`config.mk`:
```
export PLATFORM = sky130hd
export DESIGN_NAME = encoder
export DESIGN_NICKNAME = d
export VERILOG_FILES = /design/src/rtl/encoder_pkg.sv /design/src/rtl/encoder_sync_filter.sv /design/src/rtl/encoder.sv
export SDC_FILE = /design/constraint.sdc
export NUM_CORES = 1
export LEC_CHECK = 0
export CAP_MARGIN = 20
export CORE_MARGIN = 3
export CORE_UTILIZATION = 47
export DETAILED_ROUTE_END_ITERATION = 12
export PLACE_DENSITY = 0.8
export SYNTH_ARGS = -nofsm -noshare
export SYNTH_HDL_FRONTEND = slang
export SYNTH_SLANG_ARGS = --single-unit
```
`constraint.sdc`:
```
create_clock -name clk -period 3.8 [get_ports clk]
set_input_delay 0.95 -clock clk [delete_from_list [all_inputs] [get_ports clk]]
set_output_delay 0.95 -clock clk [all_outputs]
set_load 0.01 [all_outputs]
```
`src/rtl/encoder_pkg.sv`:
```
// Shared types and the quadrature Gray-code sequence for the encoder block.
package encoder_pkg;

    typedef logic [1:0] ab_t;

    localparam ab_t AB_00 = 2'b00;
    localparam ab_t AB_01 = 2'b01;
    localparam ab_t AB_11 = 2'b11;
    localparam ab_t AB_10 = 2'b10;

    typedef enum logic {
        DIR_DOWN = 1'b0,
        DIR_UP   = 1'b1
    } dir_t;

    // Clockwise successor in {A,B} order: 00 -> 01 -> 11 -> 10 -> 00.
    function automatic ab_t next_up(input ab_t ab);
        case (ab)
            AB_00:   next_up = AB_01;
            AB_01:   next_up = AB_11;
            AB_11:   next_up = AB_10;
            default: next_up = AB_00;
        endcase
    endfunction

endpackage

```
`src/rtl/encoder_sync_filter.sv`:
```
// One encoder channel: multi-flop synchroniser, plus a stability filter when
// ENCODER_FILTER_EN is defined.
module encoder_sync_filter #(
    parameter int SYNC_STAGES = 2
`ifdef ENCODER_FILTER_EN
    , parameter int FILTER_LEN = 4
`endif
) (
    input  logic clk,
    input  logic rst_n,
    input  logic din,
    output logic dout
);

    logic [SYNC_STAGES-1:0] sync_q, sync_d;

    always_comb sync_d = {sync_q[SYNC_STAGES-2:0], din};

    always_ff @(posedge clk or negedge rst_n) begin
        if (!rst_n) sync_q <= '0;
        else        sync_q <= sync_d;
    end

`ifdef ENCODER_FILTER_EN
    localparam int FW = $clog2(FILTER_LEN) + 1;

    logic [FW-1:0] cnt_q, cnt_d;
    logic          filt_q, filt_d;

    // cnt tracks how long the synchronised input has disagreed with the output.
    always_comb begin
        cnt_d  = cnt_q;
        filt_d = filt_q;
        if (sync_q[SYNC_STAGES-1] == filt_q) begin
            cnt_d = '0;
        end else if (cnt_q == FW'(FILTER_LEN - 1)) begin
            filt_d = sync_q[SYNC_STAGES-1];
            cnt_d  = '0;
        end else begin
            cnt_d = cnt_q + 1'b1;
        end
    end

    always_ff @(posedge clk or negedge rst_n) begin
        if (!rst_n) begin
            cnt_q  <= '0;
            filt_q <= 1'b0;
        end else begin
            cnt_q  <= cnt_d;
            filt_q <= filt_d;
        end
    end

    assign dout = filt_q;
`else
    assign dout = sync_q[SYNC_STAGES-1];
`endif

endmodule

```
`src/rtl/encoder.sv`:
```
// Quadrature A/B decoder with 4x counting, illegal-transition flags and arming.
// Optional glitch filter on each channel: ENCODER_FILTER_EN.
module encoder
    import encoder_pkg::*;
#(
    parameter int CNT_W       = 16,
    parameter int SYNC_STAGES = 2,
    parameter int FILTER_LEN  = 4
) (
    input  logic             clk,
    input  logic             rst_n,
    input  logic             enc_a,
    input  logic             enc_b,
    input  logic             clr,
    output logic [CNT_W-1:0] position,
    output logic             step,
    output logic             dir,
    output logic             err,
    output logic             err_flag
);

`ifdef ENCODER_FILTER_EN
    localparam int FILT_EN = 1;
`else
    localparam int FILT_EN = 0;
`endif
    // Long enough for reset-time pin levels to reach prev without being decoded.
    localparam int ARM_CYCLES = SYNC_STAGES + 1 + FILT_EN * FILTER_LEN;
    localparam int AW         = $clog2(ARM_CYCLES + 1);

    logic a_s, b_s;
    ab_t  s;

    encoder_sync_filter #(
        .SYNC_STAGES(SYNC_STAGES)
`ifdef ENCODER_FILTER_EN
        , .FILTER_LEN(FILTER_LEN)
`endif
    ) u_sync_a (.clk(clk), .rst_n(rst_n), .din(enc_a), .dout(a_s));

    encoder_sync_filter #(
        .SYNC_STAGES(SYNC_STAGES)
`ifdef ENCODER_FILTER_EN
        , .FILTER_LEN(FILTER_LEN)
`endif
    ) u_sync_b (.clk(clk), .rst_n(rst_n), .din(enc_b), .dout(b_s));

    assign s = {a_s, b_s};

    ab_t              prev_q, prev_d;
    logic [AW-1:0]    arm_q, arm_d;
    logic [CNT_W-1:0] pos_q, pos_d;
    logic             step_q, step_d;
    dir_t             dir_q, dir_d;
    logic             err_q, err_d;
    logic             err_flag_q, err_flag_d;
    logic             armed, is_up, is_dn, is_bad;

    always_comb begin
        prev_d     = s;
        arm_d      = arm_q;
        pos_d      = pos_q;
        step_d     = 1'b0;
        dir_d      = dir_q;
        err_d      = 1'b0;
        err_flag_d = err_flag_q;

        armed  = (arm_q == AW'(ARM_CYCLES));
        is_up  = (s == next_up(prev_q));
        is_dn  = (prev_q == next_up(s));
        is_bad = (s == ~prev_q);

        if (!armed) begin
            arm_d = arm_q + 1'b1;
        end else if (is_up) begin
            pos_d  = pos_q + 1'b1;
            step_d = 1'b1;
            dir_d  = DIR_UP;
        end else if (is_dn) begin
            pos_d  = pos_q - 1'b1;
            step_d = 1'b1;
            dir_d  = DIR_DOWN;
        end else if (is_bad) begin
            err_d      = 1'b1;
            err_flag_d = 1'b1;
        end

        // Clear wins over counting; an illegal edge in the same cycle still latches.
        if (clr) begin
            pos_d      = '0;
            err_flag_d = err_d;
        end
    end

    always_ff @(posedge clk or negedge rst_n) begin
        if (!rst_n) begin
            prev_q     <= AB_00;
            arm_q      <= '0;
            pos_q      <= '0;
            step_q     <= 1'b0;
            dir_q      <= DIR_DOWN;
            err_q      <= 1'b0;
            err_flag_q <= 1'b0;
        end else begin
            prev_q     <= prev_d;
            arm_q      <= arm_d;
            pos_q      <= pos_d;
            step_q     <= step_d;
            dir_q      <= dir_d;
            err_q      <= err_d;
            err_flag_q <= err_flag_d;
        end
    end

    assign position = pos_q;
    assign step     = step_q;
    assign dir      = dir_q;
    assign err      = err_q;
    assign err_flag = err_flag_q;

endmodule

```
==> flow_summary.html, run 1 <==
<table>
<tr><th>Metric</th><th>Value</th></tr>
<tr><th colspan="2">Placed design</th></tr>
<tr><td>Final estimated routing congestion in global placement</td><td>0.8344</td></tr>
<tr><td>Total placed instance area</td><td>2095 µm²</td></tr>
<tr><td>Detail Placement HPWL</td><td>2.735 mm</td></tr>
<tr><td>Port Buf Inserts</td><td>24</td></tr>
<tr><th colspan="2">Layout</th></tr>
<tr><td>Number of fill cells</td><td>316</td></tr>
<tr><td>Number of inserted diodes</td><td>0</td></tr>
<tr><td>Core occupancy in the finished layout</td><td>61.51%</td></tr>
<tr><td>Post-route cell area</td><td>2166 µm²</td></tr>
<tr><td>Synth-to-layout area growth</td><td>20.04%</td></tr>
<tr><td>Number of nets in the finished design</td><td>241</td></tr>
<tr><td>Highest-count cells in the layout ignoring fill and taps</td><td>sky130_fd_sc_hd__dfrtp_1 (28), sky130_fd_sc_hd__nand2_1 (26), sky130_fd_sc_hd__clkdlybuf4s50_1 (24)</td></tr>
<tr><td>Area occupied by registers</td><td>700.7 µm²</td></tr>
<tr><td>Total area of multi-input combinational cells</td><td>1066 µm²</td></tr>
<tr><td>Layout cells sized above 1</td><td>7.373%</td></tr>
<tr><td>Leading cell type in the layout, fill and taps excluded</td><td>sky130_fd_sc_hd__dfrtp_1</td></tr>
<tr><th colspan="2">Pwr</th></tr>
<tr><td>Maximum resistive drop on vdd</td><td>0.3365 mV</td></tr>
<tr><td>Cell Pwr Density</td><td>816.1 nW/µm²</td></tr>
<tr><td>Cell leakage power</td><td>0.0009390 µW</td></tr>
<tr><th colspan="2">Global routing</th></tr>
<tr><td>Remaining global-route overflow</td><td>0</td></tr>
<tr><td>Number of global-route vias before repair</td><td>1521</td></tr>
<tr><td>Pin count of the biggest net entering global routing</td><td>29</td></tr>
<tr><td>Initial antenna violation count</td><td>0</td></tr>
<tr><td>Peak-usage layer in the global routing report</td><td>met2</td></tr>
<tr><td>Global-route wire length before repair</td><td>6.582 mm</td></tr>
<tr><td>Global routing met2 resource utilization</td><td>31.89%</td></tr>
<tr><td>All-layer global routing usage</td><td>18.76%</td></tr>
<tr><td>Met1 demand-to-capacity share in global routing</td><td>23.58%</td></tr>
<tr><td>Met3 routing resource usage after global routing</td><td>3.448%</td></tr>
<tr><th colspan="2">Yosys</th></tr>
<tr><td>Portion of the post-synthesis area used by sequential elements</td><td>38.83%</td></tr>
<tr><td>Ys Warns</td><td>0</td></tr>
<tr><td>Register bit count reported by yosys</td><td>28</td></tr>
<tr><td>Synthesized-area fraction occupied by and/or/nand/nor cells</td><td>14.70%</td></tr>
<tr><td>Area share of xor/xnor cells in the synthesized design</td><td>8.252%</td></tr>
<tr><td>Post-synthesis share of cell area spent on full adders, half adders and majority gates</td><td>12.90%</td></tr>
<tr><td>Mux contribution to synthesized area</td><td>1.179%</td></tr>
<tr><td>Number of enable flip-flop cells after synthesis</td><td>0</td></tr>
<tr><td>Flip-flop cell with the highest count after synthesis</td><td>sky130_fd_sc_hd__dfrtp_1</td></tr>
<tr><td>Area of the mapped netlist</td><td>1804 µm²</td></tr>
<tr><td>Net count after synthesis</td><td>215</td></tr>
<tr><td>Cell variety after synth</td><td>41</td></tr>
<tr><td>Count of mapped cells out of synthesis</td><td>192</td></tr>
<tr><td>Average cell area after synthesis</td><td>9.397 µm²</td></tr>
<tr><td>Dominant combinational cell family by area after synthesis</td><td>compound AO/OA/AOI/OAI gates</td></tr>
<tr><td>Compound-cell area share of the yosys netlist</td><td>22.05%</td></tr>
<tr><td>Async set-reset flop share out of synthesis</td><td>100.0%</td></tr>
<tr><th colspan="2">CTS</th></tr>
<tr><td>Number of hold buffers added after cts</td><td>0</td></tr>
<tr><td>Buffer type at the clock tree root</td><td>sky130_fd_sc_hd__clkbuf_8</td></tr>
<tr><td>Sinks on the clock net</td><td>28</td></tr>
<tr><td>CTS HTree Levels</td><td>1</td></tr>
<tr><td>Clock transition at the registers of the reported paths</td><td>0.10 ns</td></tr>
<tr><td>Buffers from clock root to sink, at most</td><td>2</td></tr>
<tr><td>TritonCTS buffer count</td><td>3</td></tr>
<tr><td>CTS tree</td><td>done</td></tr>
<tr><td>Post-CTS Setup Inserts</td><td>0</td></tr>
<tr><td>Number of cells upsized or downsized after cts</td><td>0</td></tr>
<tr><td>Clock latency on the worst-skew pair</td><td>0.28 ns</td></tr>
<tr><th colspan="2">Critical path</th></tr>
<tr><td>Worst path arrival time</td><td>3.25 ns</td></tr>
<tr><td>Master of the slowest instance on the critical path</td><td>sky130_fd_sc_hd__ha_1</td></tr>
<tr><td>Family with the most delay on the worst path</td><td>compound AO/OA/AOI/OAI gates</td></tr>
<tr><td>Max stage delay on crit path</td><td>0.60 ns</td></tr>
<tr><td>Worst R2R Start</td><td>u_sync_a.sync_q[1]</td></tr>
<tr><td>Worst Path Required</td><td>3.96 ns</td></tr>
<tr><td>Internal reg-to-reg setup slack</td><td>0.71 ns</td></tr>
<tr><td>Category of the critical setup timing path</td><td>flip-flop to flip-flop</td></tr>
<tr><td>Crit path launch type</td><td>flip-flop</td></tr>
<tr><td>Cells on worst reg2reg path</td><td>9</td></tr>
<tr><td>Worst path buffer plus inverter count</td><td>0</td></tr>
<tr><td>Reg-to-reg endpoint</td><td>position[14]</td></tr>
<tr><td>Max Fanout on Critical Path</td><td>22</td></tr>
<tr><td>Worst path cell trace</td><td>xnor2_1 -&gt; nand2_1 -&gt; ha_1 -&gt; a21oi_2 -&gt; o22ai_1 -&gt; o32a_2 -&gt; o41ai_2 -&gt; xor2_1 -&gt; a21oi_1</td></tr>
<tr><td>Crit path capture type</td><td>flip-flop</td></tr>
<tr><td>Crit. path cell count</td><td>9</td></tr>
<tr><th colspan="2">Outcome</th></tr>
<tr><td>Result of the run</td><td>complete, no violations</td></tr>
<tr><th colspan="2">Hold path</th></tr>
<tr><td>Cell count of the worst hold path</td><td>0</td></tr>
<tr><td>Start point of the worst min-delay path</td><td>u_sync_a.sync_q[0]</td></tr>
<tr><td>Worst hold path class</td><td>flip-flop to flip-flop</td></tr>
<tr><td>Endpoint, Worst Hold</td><td>u_sync_a.sync_q[1]</td></tr>
<tr><th colspan="2">Floorplan</th></tr>
<tr><td>Die outline area</td><td>4618 µm²</td></tr>
<tr><td>Die outline width</td><td>67.96 µm</td></tr>
<tr><td>Total core area</td><td>3521 µm²</td></tr>
<tr><td>Number of placement rows</td><td>21</td></tr>
<tr><td>Overall die height</td><td>67.96 µm</td></tr>
<tr><td>Initial standard-cell utilization of the core</td><td>51.24%</td></tr>
<tr><td>Number of primary I/O pins</td><td>25</td></tr>
<tr><th colspan="2">STA</th></tr>
<tr><td>Total count of max-transition violations in the final report</td><td>0</td></tr>
<tr><td>Worst hold margin</td><td>0.3623 ns</td></tr>
<tr><td>Slew at the pin closest to its max-slew limit</td><td>0.7897 ns</td></tr>
<tr><td>Final Hold Fails</td><td>0</td></tr>
<tr><td>Maximum achievable frequency</td><td>0.3233 GHz</td></tr>
<tr><td>Crit share post-route</td><td>81.40%</td></tr>
<tr><td>Worst slew margin</td><td>47.23%</td></tr>
<tr><td>Final worst clock skew</td><td>0.009694 ns</td></tr>
<tr><td>Minimum clock period after layout</td><td>3.093 ns</td></tr>
<tr><td>Final setup violation count</td><td>0</td></tr>
<tr><td>TNS Setup</td><td>0 ns</td></tr>
<tr><td>Unrepaired setup endpoints after global routing</td><td>false</td></tr>
<tr><th colspan="2">Detailed routing</th></tr>
<tr><td>Post-detailed-route via-to-cell ratio</td><td>5.658</td></tr>
<tr><td>Count of antenna-violating nets left after detailed routing</td><td>0</td></tr>
<tr><td>1st-pass router iterations</td><td>4</td></tr>
<tr><td>WL final</td><td>3.844 mm</td></tr>
<tr><td>Vias</td><td>1488</td></tr>
<tr><td>Routed WL per cell</td><td>14.62 µm</td></tr>
<tr><td>DRC Markers</td><td>0</td></tr>
<tr><td>Initial DRC Count</td><td>45</td></tr>
<tr><th colspan="2">Job</th></tr>
<tr><td>MaxCap Viol Count</td><td>0</td></tr>
</table>
kinds of logic (layout without fill, tap and decap cells):
| group | count (synthesis) | count (layout) |
|---|---|---|
| AO/OA/AOI/OAI | 60 | 60 |
| AND/OR/NAND/NOR | 58 | 58 |
| flip-flops | 28 | 28 |
| adder cells (fa/ha/maj) | 18 | 18 |
| XOR/XNOR | 17 | 17 |
| buffers and inverters | 9 | 34 |
| multiplexers | 2 | 2 |
worst max path at each step:
stage	start	end
after floorplan	prev_q[0]	position[14]
after global placement	u_sync_a.sync_q[1]	position[14]
after detailed placement	u_sync_a.sync_q[1]	position[14]
after CTS	u_sync_a.sync_q[1]	position[14]
after global routing	u_sync_a.sync_q[1]	position[14]
final	u_sync_a.sync_q[1]	position[14]
routing by layer:
| layer | wire length, µm | share of wire [%] | vias up |
|---|---|---|---|
| met5 | 0 | 0 | - |
| met4 | 45 | 1.2 | 0 |
| li1 | - | - | 749 |
| met3 | 206 | 5.4 | 4 |
| met2 | 1832 | 48 | 49 |
| met1 | 1760 | 46 | 686 |
synthesized netlist by cell type, drive strengths merged (2+ instances only):
master | number | area share, %
nand3 | 6 | 1.7
xnor2 | 9 | 4.4
nand2 | 26 | 5.4
a21o | 4 | 1.7
a211oi | 3 | 1.5
nor2 | 9 | 1.9
ha | 17 | 12
inv | 3 | 0.62
o211ai | 3 | 1.2
dfrtp | 28 | 39
o21a | 4 | 1.7
o31ai | 2 | 0.83
nor3 | 5 | 1.4
nor2b | 3 | 1.0
buf | 3 | 0.83
o21bai | 3 | 1.2
nor4 | 2 | 0.69
xor2 | 8 | 3.9
a21oi | 26 | 7.8
and3 | 2 | 0.69
o21ai | 8 | 2.2
clkbuf | 2 | 0.42
nand4 | 2 | 0.69
per-stage QoR:
stage               cells  setup slack [ns]  power (µW)
finish                263            0.7070        1768
global placement      259            0.8913        1503
detailed placement    259            0.7566        1523
global route          263            0.4629        1925
floorplan             192             1.149        1217
CTS                   263            0.7181        1774
layout make-up:
class,count,share of cell area [%]
well taps,46,2.657
inverters,4,0.6932
clock inverters,1,1.386
multi-input cells,155,49.22
clock buffers,3,1.906
repair buffers,26,11.79
flip-flops and latches,28,32.35
state kept, by name (all words and copies together), names as in the netlist:
signal / cells
position: 16
prev_q: 2
err: 1
arm_q: 2
u_sync_a.sync_q: 2
step: 1
u_sync_b.sync_q: 2
err_flag: 1
dir: 1
report_power, final:
| group | internal [µW] | switching, µW |
|---|---|---|
| clock network | 141 | 96.8 |
| registers | 377 | 75.0 |
| logic | 514 | 564 |
No activity file was read; power rests on OpenSTA's default activity.
==> run 2: changes to the inputs <==
--- a/config.mk
+++ b/config.mk
@@ -9,7 +9,7 @@
 export CORE_MARGIN = 3
 export CORE_UTILIZATION = 47
 export DETAILED_ROUTE_END_ITERATION = 12
-export PLACE_DENSITY = 0.8
+export PLACE_DENSITY = 0.83
 export SYNTH_ARGS = -nofsm -noshare
 export SYNTH_HDL_FRONTEND = slang
 export SYNTH_SLANG_ARGS = --single-unit
==> constraint.sdc (replaced) <==
create_clock -name clk -period 2.6 [get_ports clk]
set_input_delay 0.65 -clock clk [delete_from_list [all_inputs] [get_ports clk]]
set_output_delay 0.65 -clock clk [all_outputs]
set_load 0.01 [all_outputs]
==> flow_summary.html, run 2 (same netlist as run 1, synthesis figures left out) <==
<table>
<tr><th>Metric</th><th>Value</th></tr>
<tr><th colspan="2">Detailed routing</th></tr>
<tr><td>Routed WL per cell</td><td>16.69 µm</td></tr>
<tr><td>Vias</td><td>1598</td></tr>
<tr><td>Initial DRC Count</td><td>100</td></tr>
<tr><td>Count of antenna-violating nets left after detailed routing</td><td>0</td></tr>
<tr><td>WL final</td><td>4.541 mm</td></tr>
<tr><td>Post-detailed-route via-to-cell ratio</td><td>5.875</td></tr>
<tr><td>1st-pass router iterations</td><td>4</td></tr>
<tr><td>DRC Markers</td><td>0</td></tr>
<tr><th colspan="2">CTS</th></tr>
<tr><td>Clock transition at the registers of the reported paths</td><td>0.09 ns</td></tr>
<tr><td>Buffers from clock root to sink, at most</td><td>2</td></tr>
<tr><td>TritonCTS buffer count</td><td>3</td></tr>
<tr><td>Buffer type at the clock tree root</td><td>sky130_fd_sc_hd__clkbuf_8</td></tr>
<tr><td>CTS HTree Levels</td><td>1</td></tr>
<tr><td>Sinks on the clock net</td><td>28</td></tr>
<tr><td>Clock latency on the worst-skew pair</td><td>0.28 ns</td></tr>
<tr><td>Number of hold buffers added after cts</td><td>0</td></tr>
<tr><td>CTS tree</td><td>done</td></tr>
<tr><th colspan="2">Layout</th></tr>
<tr><td>Highest-count cells in the layout ignoring fill and taps</td><td>sky130_fd_sc_hd__dfrtp_1 (27), sky130_fd_sc_hd__nand2_1 (25), sky130_fd_sc_hd__clkdlybuf4s50_1 (24)</td></tr>
<tr><td>Post-route cell area</td><td>2360 µm²</td></tr>
<tr><td>Layout cells sized above 1</td><td>17.70%</td></tr>
<tr><td>Synth-to-layout area growth</td><td>30.79%</td></tr>
<tr><td>Leading cell type in the layout, fill and taps excluded</td><td>sky130_fd_sc_hd__dfrtp_1</td></tr>
<tr><td>Number of nets in the finished design</td><td>250</td></tr>
<tr><td>Non-Filler Instances</td><td>272</td></tr>
<tr><td>Flip-flop count of the largest register, all copies and words added</td><td>16</td></tr>
<tr><td>Number of inserted diodes</td><td>0</td></tr>
<tr><th colspan="2">Floorplan</th></tr>
<tr><td>Number of placement rows</td><td>21</td></tr>
<tr><td>Number of primary I/O pins</td><td>25</td></tr>
<tr><td>Overall die height</td><td>67.96 µm</td></tr>
<tr><td>Initial standard-cell utilization of the core</td><td>51.24%</td></tr>
<tr><td>Die outline width</td><td>67.96 µm</td></tr>
<tr><td>Die outline area</td><td>4618 µm²</td></tr>
<tr><td>Total core area</td><td>3521 µm²</td></tr>
<tr><th colspan="2">Critical path</th></tr>
<tr><td>Worst Path Required</td><td>2.75 ns</td></tr>
<tr><td>Worst path buffer plus inverter count</td><td>1</td></tr>
<tr><td>Max Fanout on Critical Path</td><td>7</td></tr>
<tr><td>Max stage delay on crit path</td><td>0.44 ns</td></tr>
<tr><td>Worst path cell trace</td><td>xnor2_2 -&gt; nand2_4 -&gt; ha_1 -&gt; buf_4 -&gt; a21o_1 -&gt; a21oi_2 -&gt; o21bai_1 -&gt; o21ai_0 -&gt; a21o_1 -&gt; nand4_1</td></tr>
<tr><td>Crit path capture type</td><td>flip-flop</td></tr>
<tr><td>Worst path arrival time</td><td>2.71 ns</td></tr>
<tr><td>Crit path launch type</td><td>flip-flop</td></tr>
<tr><td>Family with the most delay on the worst path</td><td>compound AO/OA/AOI/OAI gates</td></tr>
<tr><td>Critical Path Most Common Cell</td><td>sky130_fd_sc_hd__a21o_1</td></tr>
<tr><td>Master of the slowest instance on the critical path</td><td>sky130_fd_sc_hd__dfrtp_1</td></tr>
<tr><td>Category of the critical setup timing path</td><td>flip-flop to flip-flop</td></tr>
<tr><th colspan="2">Placed design</th></tr>
<tr><td>Detail Placement HPWL</td><td>2.988 mm</td></tr>
<tr><td>Number of cells after detailed placement</td><td>265</td></tr>
<tr><td>Port Buf Inserts</td><td>24</td></tr>
<tr><td>Total placed instance area</td><td>2142 µm²</td></tr>
<tr><td>Final estimated routing congestion in global placement</td><td>0.9113</td></tr>
<tr><th colspan="2">Global routing</th></tr>
<tr><td>Number of global-route vias before repair</td><td>1502</td></tr>
<tr><td>Peak-usage layer in the global routing report</td><td>met2</td></tr>
<tr><td>Pin count of the biggest net entering global routing</td><td>29</td></tr>
<tr><td>Global-route wire length before repair</td><td>7.127 mm</td></tr>
<tr><td>Global routing met2 resource utilization</td><td>33.69%</td></tr>
<tr><td>Initial antenna violation count</td><td>0</td></tr>
<tr><td>Met3 routing resource usage after global routing</td><td>4.269%</td></tr>
<tr><td>Met1 demand-to-capacity share in global routing</td><td>26.98%</td></tr>
<tr><td>Remaining global-route overflow</td><td>0</td></tr>
<tr><td>All-layer global routing usage</td><td>20.28%</td></tr>
<tr><th colspan="2">STA</th></tr>
<tr><td>Unrepaired setup endpoints after global routing</td><td>true</td></tr>
<tr><td>Final worst clock skew</td><td>0.006330 ns</td></tr>
<tr><td>Crit share post-route</td><td>98.65%</td></tr>
<tr><td>Final Hold Fails</td><td>0</td></tr>
<tr><td>TNS Setup</td><td>0 ns</td></tr>
<tr><td>Worst slew margin</td><td>76.11%</td></tr>
<tr><td>Minimum clock period after layout</td><td>2.565 ns</td></tr>
<tr><td>Maximum achievable frequency</td><td>0.3899 GHz</td></tr>
<tr><td>Final setup violation count</td><td>0</td></tr>
<tr><td>Total count of max-transition violations in the final report</td><td>0</td></tr>
<tr><td>Slew at the pin closest to its max-slew limit</td><td>0.3583 ns</td></tr>
<tr><th colspan="2">Pwr</th></tr>
<tr><td>Cell leakage power</td><td>0.0009958 µW</td></tr>
<tr><td>Maximum resistive drop on vdd</td><td>0.6072 mV</td></tr>
<tr><td>Power consumption</td><td>2861 µW</td></tr>
<tr><td>Cell Pwr Density</td><td>1212 nW/µm²</td></tr>
<tr><th colspan="2">Job</th></tr>
<tr><td>MaxCap Viol Count</td><td>0</td></tr>
<tr><th colspan="2">Hold path</th></tr>
<tr><td>Worst hold path class</td><td>flip-flop to flip-flop</td></tr>
<tr><th colspan="2">Outcome</th></tr>
<tr><td>Result of the run</td><td>complete, no violations</td></tr>
</table>
==> run 2: timing repair <==
action                     in CTS  in global routing
setup endpoints to repair       1                  6
pin swaps                       1                  6
resized for setup               3                 18
cloned                          1                  0
setup buffers                   0                  2
==> run 2: through the flow <==
| stage | worst slack, ns | hold slack [ns] | util (%) |
|---|---|---|---|
| floorplan | 0.1174 | 0.3312 | - |
| global placement | 0.04879 | 0.3366 | 60.84 |
| detailed placement | -0.02155 | 0.3395 | 60.84 |
| CTS | 0.01752 | 0.3638 | 63.47 |
| global route | -0.04890 | 0.3662 | 67.02 |
| finish | 0.03518 | 0.3565 | 67.02 |
==> run 2: final cells by class <==
type                            count  area (µm²)
Sequential cell                    28       701.9
Fill cell                         292        1161
Timing Repair Buffer               34       315.3
Tap cell                           46       57.56
Inverter                            4       15.01
Clock inverter                      1       30.03
Clock buffer                        3       41.29
Multi-Input combinational cell    156        1199
==> run 2: path summary, 6_finish.rpt <==
check,start,end,slack [ns],cells after the start
min in group asynchronous,rst_n,position[5],0.74,2
setup / recovery,u_sync_a.sync_q[1],position[15],0.04,10
setup reg to reg,u_sync_a.sync_q[1],position[15],0.04,10
hold / removal,u_sync_b.sync_q[0],u_sync_b.sync_q[1],0.36,0
max in group asynchronous,rst_n,u_sync_b.sync_q[1],1.56,2
hold reg to reg,u_sync_b.sync_q[0],u_sync_b.sync_q[1],0.36,0
==> run 2: where the power goes <==
group	leakage, µW	total (µW)	switching [µW]	internal, µW
logic	0.000615	1840	944	892
clock network	0.0000357	345	139	206
registers	0.000346	680	130	551
==> run 2: metal layers <==
layer / vias up / routed length, µm
li1: 771 / -
met1: 763 / 1979
met2: 54 / 2280
met3: 10 / 218
met4: 0 / 63
met5: - / 0
